## src/rtl/uart_rx_ctrl.sv

```systemverilog
// rtl/uart_rx_ctrl.sv - UART receive controller: idle-qualified receiver release, byte FIFO, error counter
module uart_rx_ctrl #(
    parameter int P_FIFO_DEPTH    = 4,
    parameter int P_RST_CYCLES    = 4,
    parameter int P_IDLE_TH       = 160,
    parameter int P_ERR_CNT_WIDTH = 8
) (
    input  logic                              x16_BAUD,
    input  logic                              reset,
    input  logic                              enable,
    input  logic                              serial_in,
    input  logic [7:0]                        rx_do,
    input  logic                              rx_valid,
    input  logic                              rx_error,
    output logic                              rx_reset,
    output logic [7:0]                        m_data,
    output logic                              m_valid,
    input  logic                              m_ready,
    output logic [$clog2(P_FIFO_DEPTH):0]     fifo_level,
    output logic                              overrun,
    input  logic                              clr_count,
    output logic [P_ERR_CNT_WIDTH-1:0]        err_count,
    output logic                              rx_active
);

    localparam int AW     = $clog2(P_FIFO_DEPTH);
    localparam int RST_W  = $clog2(P_RST_CYCLES + 1);
    localparam int IDLE_W = $clog2(P_IDLE_TH + 1);
    localparam logic [RST_W-1:0]  RST_LAST  = RST_W'(P_RST_CYCLES - 1);
    localparam logic [IDLE_W-1:0] IDLE_LAST = IDLE_W'(P_IDLE_TH - 1);
    localparam logic [AW:0]       LVL_FULL  = (AW+1)'(P_FIFO_DEPTH);

    typedef enum logic [1:0] {
        S_DISABLED,
        S_RESET,
        S_WAIT_IDLE,
        S_RUN
    } state_t;

    state_t              state;
    state_t              state_nxt;
    logic [RST_W-1:0]    rst_cnt;
    logic [IDLE_W-1:0]   idle_cnt;
    logic                rx_valid_d;
    logic                err_evt;
    logic [7:0]          mem [P_FIFO_DEPTH];
    logic [AW-1:0]       wr_ptr;
    logic [AW-1:0]       rd_ptr;
    logic [AW:0]         level;
    logic                full;
    logic                push;
    logic                pop;
    logic                push_ok;

    always_comb begin
        state_nxt = state;
        case (state)
            S_DISABLED:  if (enable) state_nxt = S_RESET;
            S_RESET:     if (rst_cnt == RST_LAST) state_nxt = S_WAIT_IDLE;
            S_WAIT_IDLE: if (serial_in && idle_cnt == IDLE_LAST) state_nxt = S_RUN;
            S_RUN:       if (rx_error) state_nxt = S_RESET;
            default:     state_nxt = S_DISABLED;
        endcase
        // Dropping enable overrides every other transition.
        if (!enable) state_nxt = S_DISABLED;
    end

    always_comb begin
        full    = (level == LVL_FULL);
        m_valid = (level != '0);
        pop     = m_valid && m_ready;
        // An error in the same cycle as a valid edge discards the byte.
        push    = (state == S_RUN) && rx_valid && !rx_valid_d && !rx_error;
        push_ok = push && (!full || pop);
    end

    assign m_data     = mem[rd_ptr];
    assign fifo_level = level;

    always_ff @(posedge x16_BAUD or negedge reset) begin
        if (!reset) begin
            state      <= S_DISABLED;
            rst_cnt    <= '0;
            idle_cnt   <= '0;
            rx_reset   <= 1'b1;
            rx_active  <= 1'b0;
            rx_valid_d <= 1'b0;
            err_evt    <= 1'b0;
            overrun    <= 1'b0;
        end else begin
            state      <= state_nxt;
            rst_cnt    <= (state == S_RESET && state_nxt == S_RESET) ? rst_cnt + 1'b1 : '0;
            idle_cnt   <= (state == S_WAIT_IDLE && state_nxt == S_WAIT_IDLE && serial_in)
                          ? idle_cnt + 1'b1 : '0;
            rx_reset   <= (state != S_RUN);
            rx_active  <= (state == S_RUN);
            rx_valid_d <= rx_valid;
            err_evt    <= enable && (state == S_RUN) && rx_error;
            overrun    <= push && full && !pop;
        end
    end

    // Error counting lags the error sample by one cycle so it lines up with rx_reset.
    always_ff @(posedge x16_BAUD or negedge reset) begin
        if (!reset) begin
            err_count <= '0;
        end else if (clr_count) begin
            err_count <= err_evt ? P_ERR_CNT_WIDTH'(1) : '0;
        end else if (err_evt && err_count != '1) begin
            err_count <= err_count + 1'b1;
        end
    end

    always_ff @(posedge x16_BAUD or negedge reset) begin
        if (!reset) begin
            wr_ptr <= '0;
            rd_ptr <= '0;
            level  <= '0;
        end else begin
            if (push_ok) wr_ptr <= wr_ptr + 1'b1;
            if (pop)     rd_ptr <= rd_ptr + 1'b1;
            case ({push_ok, pop})
                2'b10:   level <= level + 1'b1;
                2'b01:   level <= level - 1'b1;
                default: level <= level;
            endcase
        end
    end

    always_ff @(posedge x16_BAUD) begin
        if (push_ok) mem[wr_ptr] <= rx_do;
    end

endmodule

```

## config.mk

```make
export PLATFORM = sky130hd
export DESIGN_NAME = uart_rx_ctrl
export DESIGN_NICKNAME = d
export VERILOG_FILES = /design/src/rtl/uart_rx_ctrl.sv
export SDC_FILE = /design/constraint.sdc
export NUM_CORES = 1
export LEC_CHECK = 0
export BUFFER_PORTS_ARGS = -buffer_cell sky130_fd_sc_hd__buf_2
export CELL_PAD_IN_SITES_DETAIL_PLACEMENT = 1
export CELL_PAD_IN_SITES_GLOBAL_PLACEMENT = 1
export CORE_AREA = 2 2 82 84
export DETAILED_ROUTE_END_ITERATION = 16
export DIE_AREA = 0 0 84 86
export HOLD_SLACK_MARGIN = 0.1
export MAX_ROUTING_LAYER = met4
export PLACE_DENSITY = 0.78
export SLEW_MARGIN = 10
export SYNTH_ARGS = -nofsm -noshare
export SYNTH_HDL_FRONTEND = slang
export SYNTH_SLANG_ARGS = --single-unit
```

## constraint.sdc

```tcl
create_clock -name x16_BAUD -period 2.1 [get_ports x16_BAUD]
set_clock_uncertainty 0.15 [all_clocks]
set_input_delay 0.21 -clock x16_BAUD [delete_from_list [all_inputs] [get_ports x16_BAUD]]
set_output_delay 0.21 -clock x16_BAUD [all_outputs]
set_load 0.005 [all_outputs]
```

## After elaboration in Yosys (flattened, before gate mapping)

Memory sizes are Yosys's and may differ from the RTL's.
Cells that the tools add are included.

| cells by class | value |
|---|---|
| add/subtract/negate cells | 7 |
| multiply operators | 0 |
| divide/modulo/power cells | 0 |
| magnitude comparators | 0 |
| equal/unequal tests | 12 |
| shift operators | 0 |
| multiplexer cells | 13 |
| bitwise gates (word level) | 0 |
| reduce and logical (&&, ||, !) cells | 23 |

Operators with widths:

| kind | number |
|---|---|
| 2-to-1 mux 8 bit | 3 |
| adder 8 x 1 -> 8 bit, second input constant | 2 |
| logical AND 1 bit | 14 |
| equality test 2 bit, second input constant | 4 |
| equality test 8 bit, second input constant | 1 |
| 2-to-1 mux 2 bit | 4 |
| != test 8 bit, second input constant | 1 |
| one-hot mux 2 bit (4 select lines) | 1 |
| adder 3 x 1 -> 3 bit, second input constant | 2 |
| equality test 2 x 1 -> 1 bit, second input constant | 3 |
| one-hot mux 3 bit (2 select lines) | 1 |
| adder 2 x 1 -> 2 bit, second input constant | 2 |
| zero test 1 bit | 4 |
| nonzero test 2 bit | 2 |
| equality test 3 x 2 -> 1 bit, second input constant | 1 |
| equality test 3 bit, second input constant | 1 |
| 2-to-1 mux 1 bit | 3 |
| 2-to-1 mux 3 bit | 1 |
| nonzero test 3 bit | 1 |
| subtractor 3 x 1 -> 3 bit, second input constant | 1 |
| zero test 2 bit | 1 |
| != test 2 bit, second input constant | 1 |
| logical OR 1 bit | 1 |

| storage, ports and cells | value |
|---|---|
| flip-flop bits (word level) | 33 |
| bits in latches | 0 |
| memory bits (writable) | 32 |
| memory bits (read-only) | 0 |
| bits of input ports | 16 |
| output and inout bits | 23 |
| word-level logic and storage cells | 68 |
| memories | 1 |

Memories:

| name | words | width | read ports | clocked after memory_dff | write ports | RTL line | text |
|---|---|---|---|---|---|---|---|
| mem | 4 | 8 | 1 | 0 | 1 | 46 | `logic [7:0] mem [P_FIFO_DEPTH];` |

## Longest topological paths before layout

Gate-level depths: netlist (run 1).

| depth | value |
|---|---|
| depth after elaboration | 9 |
| depth in mapped cells | 7 |
| gate-level depth less buffers | 7 |

## Least setup slack after synthesis (run 1)

OpenSTA, ideal clock, no wires.

| path | value |
|---|---|
| kind | register to register |
| start point | reg level[2], in the netlist fifo_level[2] |
| end point | reg level[1], in the netlist fifo_level[1] |
| setup time | 0.094 ns |
| data arrival time | 1.733 ns |
| required time | 1.856 ns |
| slack | 0.123 ns |
| cell stages (with the launch flop) | 6 |
| path buffers | 0 |
| clock period less this slack | 1.977 ns |
| cells stage by stage | dfrtp_1 o31a_1 nand2_1 fa_1 a211o_1 a221oi_2 |

| between the ends | value |
|---|---|
| word-level cells in the longest chain between the ends | 6 |
| elaborated cells between the ends (all ways) | 10 |
| classes of those cells | eq/ne: 3; mux: 1; reduce/logical: 6 |

Ends and longest elaborated chain:

| element | RTL line | text |
|---|---|---|
| from (decl) | 49 | `logic [AW:0] level;` |
| from (signal assigned) | 123 | `2'b10: level <= level + 1'b1;` |
| from (signal assigned) | 124 | `2'b01: level <= level - 1'b1;` |
| from (signal assigned) | 125 | `default: level <= level;` |
| equality test 3 bit or nonzero test 3 bit (tied branches) | 69, 70 |  |
| zero test 1 bit or logical AND 1 bit (tied branches) | 74, 71 |  |
| logical OR 1 bit | 74 | `push_ok = push && (!full \|\| pop);` |
| logical AND 1 bit | 74 |  |
| equality test 2 x 1 -> 1 bit or equality test 2 bit (tied branches) | 122 | `case ({push_ok, pop})` |
| one-hot mux 3 bit (2 select lines) or nonzero test 2 bit (tied branches) | -- |  |

Parallel ways exist; a longest one is shown, timed or not.
A chain may end at the register's enable or synchronous reset.

## Worst setup path in the final report (run 1)

| path | value |
|---|---|
| start point | reg state[1] |
| end point | reg level[1], in the netlist fifo_level[1] |

| between the ends | value |
|---|---|
| word-level cells in the longest chain between the ends | 7 |
| elaborated cells between the ends (all ways) | 9 |
| classes of those cells | eq/ne: 3; mux: 1; reduce/logical: 5 |

Ends and longest elaborated chain:

| element | RTL line | text |
|---|---|---|
| from (decl) | 40 | `state_t state;` |
| from (signal assigned) | 91 | `state <= state_nxt;` |
| equality test 2 bit (*) | 73 | `push = (state == S_RUN) && rx_valid && !rx_valid_d && !rx_error;` |
| logical AND 1 bit (*) (3 in a row) | 73 |  |
| logical AND 1 bit (*) | 74 |  |
| equality test 2 x 1 -> 1 bit or equality test 2 bit (tied branches) | 122 |  |
| one-hot mux 3 bit (2 select lines) or nonzero test 2 bit (tied branches) | -- |  |

Mark *: on every way between the ends. The rest lies on a longest branch, timed or not.

==> summary.md, run 1 <==
| Metric | Value |
|---|---|
| Outcome | `completed` |
| Synth top area cells | `edfxtp_1 (34%), dfrtp_1 (28%), mux4_2 (6.3%), ha_1 (3.5%), nor2_1 (2.4%)` |
| Sequential-to-total area share from yosys stat | `approximately 63%` |
| Most Frequent Cell on Critical Path | `nand2_2` |
| Area share of the largest cell type after synthesis | `around a third` |
| CTS tree | `built` |
| Worst Path Arrival | `2.17 ns` |
| WS Path Type | `register to register` |
| Io pins | `39` |
| DP Cell Count | `329` |
| Ant. Diodes | `0` |
| EDFF count, synth | `32` |
| Pre-CTS setup slack | `about 0.032 ns` |
| Die W | `84 µm` |
| Final weighted congestion in routability-driven placement | `between 0.8 and 0.9` |
| Syn Inst Count | `207` |
| Core Area | `about 6300 µm²` |
| Max Fclk | `about 480 MHz` |
| DIE HEIGHT | `86 µm` |
| Fin nets | `309` |
| Clock sink count | `65` |
| Post-synthesis async set-or-reset flop share | `50.8%` |
| Avg WL per Cell | `17.7 µm` |
| Slew margin rel. | `48.2%` |
| Initial Util | `45.4%` |
| Slowest CP cell | `fa_1` |
| Synthesized cell area | `2850 µm²` |
| Worst min-delay path class | `input pin to register` |
| Rows | `29` |
| Worst path bufs/invs | `0` |
| Vias in the first global route | `approximately 2000` |
| Prevailing post-synth register cell | `edfxtp_1` |
| CP Max Fanout | `3` |
| Clock Tree Buf Depth | `2` |
| Gr usage total | `a little under 20%` |
| Setup violations, final | `0` |
| Pwr dens | `929 nW/µm²` |
| Max-cap viol count | `0` |
| Fin area | `3600 µm²` |
| Placed cell areas | `between 3000 and 4000 µm²` |
| #FFs+latches synth | `65` |
| Largest delay contributor family on the critical path | `compound AO/OA/AOI/OAI gates` |
| Final Critical Period | `2.09 ns` |
| Commonest cells in the synthesized netlist | `dfrtp_1 (32), edfxtp_1 (32), nor2_1 (18), inv_1 (15), nand3_1 (10)` |
| Area Overhead vs Synth | `26.4%` |
| Final hold vios | `0` |
| Antenna Violating Nets Remaining | `0` |
| Worst EP required | `2.19 ns` |
| Vias per cell | `around 5.4` |
| Root Driver | `clkbuf_8` |
| Max VDD drop | `~0.55 mV` |
| Area leader, netlist | `edfxtp_1` |
| Non-Filler Instances | `366` |
| DR DRC count | `0` |
| Fin Hold WS | `0.184 ns` |
| DP HPWL | `4170 µm` |
| Die Area | `7220 µm²` |
| Static Leak | `0.00150 µW` |
| Final wirelength | `6470 µm` |
| First-pass GRT wire length | `10100 µm` |
| IO buf count | `38` |
| Via count | `about 2000` |
| Slew @ Worst Pin | `about 0.78 ns` |
| Latest clock arrival within the worst-skew pair | `approximately 0.34 ns` |
| Largest net degree at the start of global routing | `34` |
| Synthesized Nets | `232` |
| Cells along the critical path | `and4bb_4 -> nand2_2 -> nand2_2 -> fa_1 -> a211o_1 -> a221oi_2` |
| CTS Buf Count | `9` |
| H-tree Lvls | `3` |
| PnR worst setup slack | `0.0144 ns` |
| Number of detailed-route iterations in the first pass | `4` |
| Initial antenna violation count | `0` |
| Setup crit start kind | `register` |
| Syn avg cell area | `13.8 µm²` |
| Max Slew Vio Count | `0` |
| Reg clk slew, reported paths | `about 0.07 ns` |
| Netlist cell types | `45` |
| Detailed Route Iter0 Violations | `66` |
| Crit path capture type | `register` |
| Number of fill cells in the layout | `approximately 660` |
| Grt ovf | `0` |
| Crit share post-route | `99.3%` |
| RSZ-0062 raised after global routing | `true` |
| Yosys warnings | `0` |
| Max stage delay on crit path | `around 0.51 ns` |
| Share of layout cells above drive strength 1 | `between 30% and 40%` |
layout by cell type (no fill, tap or decap), drive strengths merged, types with 4 or more instances in the layout:
| cell | n |
|---|---|
| a211oi | 4 |
| a21oi | 9 |
| and2 | 5 |
| and3 | 6 |
| buf | 53 |
| clkbuf | 10 |
| dfrtp | 32 |
| dlygate4sd3 | 15 |
| edfxtp | 32 |
| ha | 8 |
| inv | 15 |
| mux4 | 8 |
| nand2 | 8 |
| nand3 | 10 |
| nor2 | 18 |
| nor3 | 4 |
| o21ai | 5 |
| or3 | 4 |
| xnor2 | 6 |
where the power goes:
part           total [µW]  switching (µW)  internal [µW]
clock                1070             490            582
sequential           1460            67.7           1390
combinational         815             374            441
total                3350             932           2410
logic make-up after synthesis:
family	Yosys count	share of synthesized area (%)
flops	65	62.7
buf+inv	17	2.28
simple gates	67	13.4
xor+xnor	9	2.77
mux	10	7.02
fa+ha+maj	9	4.21
compound gates	30	7.59
layer usage:
| metal | up-vias | track usage, % | share of wire (%) |
|---|---|---|---|
| met1 | 991 | 21.8 | 42 |
| met4 | 0 | 8.94 | 2.2 |
| met3 | 12 | 4.04 | 2.8 |
| met5 | - | - | 0 |
| met2 | 42 | 33.1 | 53 |
| li1 | 925 | - | - |
layout make-up:
cell class	count	area (µm²)	area share [%]
flip-flops and latches	65	1790	49.7
well taps	77	96.3	2.67
repair buffers	68	453	12.6
inverters	15	56.3	1.56
clock buffers	10	138	3.82
multi-input cells	125	1000	27.8
clock inverters	6	67.6	1.87
path summary, 6_finish.rpt:
kind / startpoint / to / slack (ns) / cells after the start
max: state[1] / fifo_level[1] / 0.01 / 6
min: m_ready / fifo_level[0] / 0.18 / 3
max reg2reg: state[1] / fifo_level[1] / 0.01 / 6
min reg2reg: rst_cnt[0] / rst_cnt[0] / 0.29 / 1
max in group asynchronous: reset / state[1] / 0.93 / 2
min in group asynchronous: reset / err_count[4] / 0.33 / 2
through the flow:
stage,setup TNS [ns],utilization (%),total power [µW]
floorplan,0,-,1930
global placement,0,50.9,2210
detailed placement,0,50.9,2240
CTS,0,56.6,3330
global route,-0.0602,57.4,3490
finish,0,57.4,3350
tightest hold or removal path: cells and delay by family:
family          cells  cell delay [ns]
compound gates      1             0.08
xor+xnor            1             0.18
buf+inv             1             0.16
flip-flops by register name, summed over array words and instances, names as in the netlist, 2 cells and up:
| signal | count |
|---|---|
| err_count | 8 |
| mem | 32 |
| idle_cnt | 8 |
| rd_ptr | 2 |
| wr_ptr | 2 |
| fifo_level | 3 |
| rst_cnt | 3 |
| state | 2 |
what timing repair did:
item / 4_1_cts / 5_1_grt
setup buffers: 0 / 6
hold endpoints to repair: 79 / 0
setup endpoints to repair: 0 / 3
gates resized for setup: 0 / 4
hold buffers: 15 / 0
Note: power is estimated with default switching activity, not from simulation.
==> run 2, diff against run 1 <==
==> constraint.sdc (replaced) <==
create_clock -name x16_BAUD -period 2.1 [get_ports x16_BAUD]
set_clock_uncertainty 0.15 [all_clocks]
set_input_delay 0.42 -clock x16_BAUD [delete_from_list [all_inputs] [get_ports x16_BAUD]]
set_output_delay 0.42 -clock x16_BAUD [all_outputs]
set_load 0.005 [all_outputs]
==> run 2 against run 1 <==
Maximum frequency rose by 0.23%. Combinational power is 2% higher. Critical path depth fell by 3. Highest routed layer unchanged. Worst setup slack gained 0.0048 ns.
==> summary.md, run 2 (synthesized netlist as in run 1, its figures left out) <==
| Metric | Value |
|---|---|
| Metal3 WL | `191 µm (+7.3%)` |
| Most frequent cells in the layout | `buf_2 (38), dfrtp_1 (32), edfxtp_1 (32), nor2_1 (18), inv_1 (15)` |
| Root Driver | `clkbuf_8` |
| Vias in the first global route | `2106 (+2.2%)` |
| Worst min-delay path class | `input pin to register` |
| DP HPWL | `4380 µm (+5.2%)` |
| Io pins | `39 (unchanged)` |
| Clock sink count | `65 (unchanged)` |
| Worst EP required | `1.53 ns (-0.66 ns)` |
| Grt ovf | `0 (unchanged)` |
| Crit path capture type | `primary output` |
| Share of layout cells above drive strength 1 | `30.9% (-0.55 points)` |
| Reg clk slew, reported paths | `0.06 ns (about the same)` |
| Post-CTS Resized | `0 (unchanged)` |
| Fin Hold WS | `0.130 ns (-0.0538 ns)` |
| Commonest non-fill, non-tap cell in the layout | `buf_2` |
| Slew @ Worst Pin | `0.738 ns (-0.0395 ns)` |
| Largest net degree at the start of global routing | `34 (unchanged)` |
| Psw | `870 µW (-6.7%)` |
| H-tree Lvls | `3 (unchanged)` |
| Sw frac | `27.6% (-0.26 points)` |
| Reg2Reg Setup Slack | `0.13 ns (+0.12 ns)` |
| Capture point of the worst reg-to-reg path | `fifo_level[1]` |
| Antenna Violating Nets Remaining | `0 (unchanged)` |
| Core Area | `6280 µm² (unchanged)` |
| Via count | `1908 (-3.1%)` |
| Number of fill cells in the layout | `673 (+1.7%)` |
| Max Slew Vio Count | `0 (unchanged)` |
| RR Startpoint | `rx_valid_d` |
| Max Fclk | `481 MHz (+0.23%)` |
| Sequential share of power | `46.2% (+2.6 points)` |
| Max layer used | `met4` |
| Ant. Diodes | `0 (unchanged)` |
| First-pass GRT wire length | `10200 µm (+1.4%)` |
| Detailed Route Iter0 Violations | `70 (+6.1%)` |
| Die W | `84 µm (unchanged)` |
| Number of detailed-route iterations in the first pass | `4 (unchanged)` |
| Static Leak | `0.00145 µW (-3.5%)` |
| Gr usage total | `19.1% (-0.24 points)` |
| Setup crit start | `rd_ptr[0]` |
| DIE HEIGHT | `86 µm (unchanged)` |
| Fin nets | `298 (-3.6%)` |
| Crit share post-route | `99.1% (-0.23 points)` |
| Comb pwr share | `26.3% (+1.9 points)` |
| Setup crit start kind | `register` |
| Initial antenna violation count | `0 (unchanged)` |
| Met2 wire length | `3090 µm (-10%)` |
| Largest register by flop count | `mem` |
| Vias per cell | `5.37 (-0.15%)` |
| Area Overhead vs Synth | `22.5%` |
| Final hold vios | `0 (unchanged)` |
| Cell Int Power | `2280 µW (-5.4%)` |
| RSZ-0062 raised after global routing | `true` |
| Final weighted congestion in routability-driven placement | `0.859 (+5.3%)` |
| Max reg flops | `32 (unchanged)` |
| Latest clock arrival within the worst-skew pair | `0.33 ns (about the same)` |
| Rows | `29 (unchanged)` |
| Slew margin rel. | `50.8% (+2.6 points)` |
| Initial Util | `45.4% (unchanged)` |
| Pwr dens | `903 nW/µm² (-2.8%)` |
| Setup TNS | `0 ns (unchanged)` |
| Final wirelength | `5960 µm (-7.9%)` |
| Final Critical Period | `2.08 ns (-0.00477 ns)` |
| CTS Buf Count | `9 (unchanged)` |
| Clock network fraction of total power | `27.5% (-4.5 points)` |
| Top flop regs | `mem x32, err_count x8, idle_cnt x8` |
| Max-cap viol count | `0 (unchanged)` |
| Avg WL per Cell | `16.8 µm (-5.0%)` |
| Worst Path Arrival | `1.51 ns (-0.66 ns)` |
| Die Area | `7220 µm² (unchanged)` |
| DRT met1 WL | `2570 µm (-4.9%)` |
| WS Path Type | `register to primary output` |
| Max VDD drop | `0.509 mV (-6.8%)` |
| R2R depth | `6 (unchanged)` |
| DR DRC count | `0 (unchanged)` |
| CTS tree | `built` |
| Setup violations, final | `0 (unchanged)` |
| CP Max Fanout | `9 (+6)` |
| IO buf count | `38 (unchanged)` |
| Critical path endpoint | `m_data[3]` |
| Clock Tree Buf Depth | `2 (unchanged)` |
| Outcome | `completed` |
run 2: per-layer routing:
metal | up-vias | track usage [%]
met4 | 0 | 8.21
met2 | 33 | 31.7
met3 | 12 | 4.43
li1 | 901 | -
met1 | 962 | 22.4
met5 | - | -
run 2: worst max-delay path: stages, from the launching register on:
cell and delay, ns:
dfrtp_1 0.37, buf_12 0.15, mux4_2 0.51, buf_2 0.14
run 2: through the flow:
step	util [%]	setup slack, ns	power [µW]	instance area [µm²]	std cells
2_1_floorplan	-	0.0386	1930	2850	207
3_3_place_gp	52.9	0.00315	2280	3320	337
3_5_place_dp	52.9	-0.0535	2310	3320	337
4_1_cts	55.6	-0.0125	3200	3490	355
5_1_grt	55.6	-0.0328	3310	3490	355
6_report	55.6	0.0192	3150	3490	355
run 2: worst min path at each step:
| stage | from | to | slack [ns] | cells after the start |
|---|---|---|---|---|
| global route | rx_valid | rx_valid_d | 0.12 | 1 |
| finish | rx_valid | rx_valid_d | 0.13 | 1 |
| detailed placement | rst_cnt[0] | rst_cnt[0] | 0.28 | 1 |
| global placement | rst_cnt[0] | rst_cnt[0] | 0.28 | 1 |
| floorplan | reset | err_count[0] | -0.03 | 0 |
| CTS | rx_valid | rx_valid_d | 0.10 | 1 |
run 2: final cells by class:
cell class                      instances  area, µm²  area share (%)
Inverter                               15       56.3            1.61
Timing Repair Buffer                   57        398            11.4
Clock buffer                           12        135            3.87
Multi-Input combinational cell        125        997            28.6
Tap cell                               77       96.3            2.76
Sequential cell                        65       1790            51.2
Clock inverter                          4       21.3           0.609
run 2: power by group through the flow:
| stage | clock network, µW | registers [µW] | logic (µW) |
|---|---|---|---|
| after global placement | 0 | 1480 | 796 |
| after detailed placement | 0 | 1480 | 823 |
| after CTS | 897 | 1460 | 844 |
| after floorplan | 0 | 1470 | 463 |
| after global routing | 943 | 1460 | 903 |
| final | 867 | 1460 | 830 |
run 2: repair_timing:
item / CTS / global route
hold buffers: 1 / 0
endpoints found under the hold margin: 32 / 0
setup buffers: 1 / 0
endpoints found under the setup margin: 3 / 6
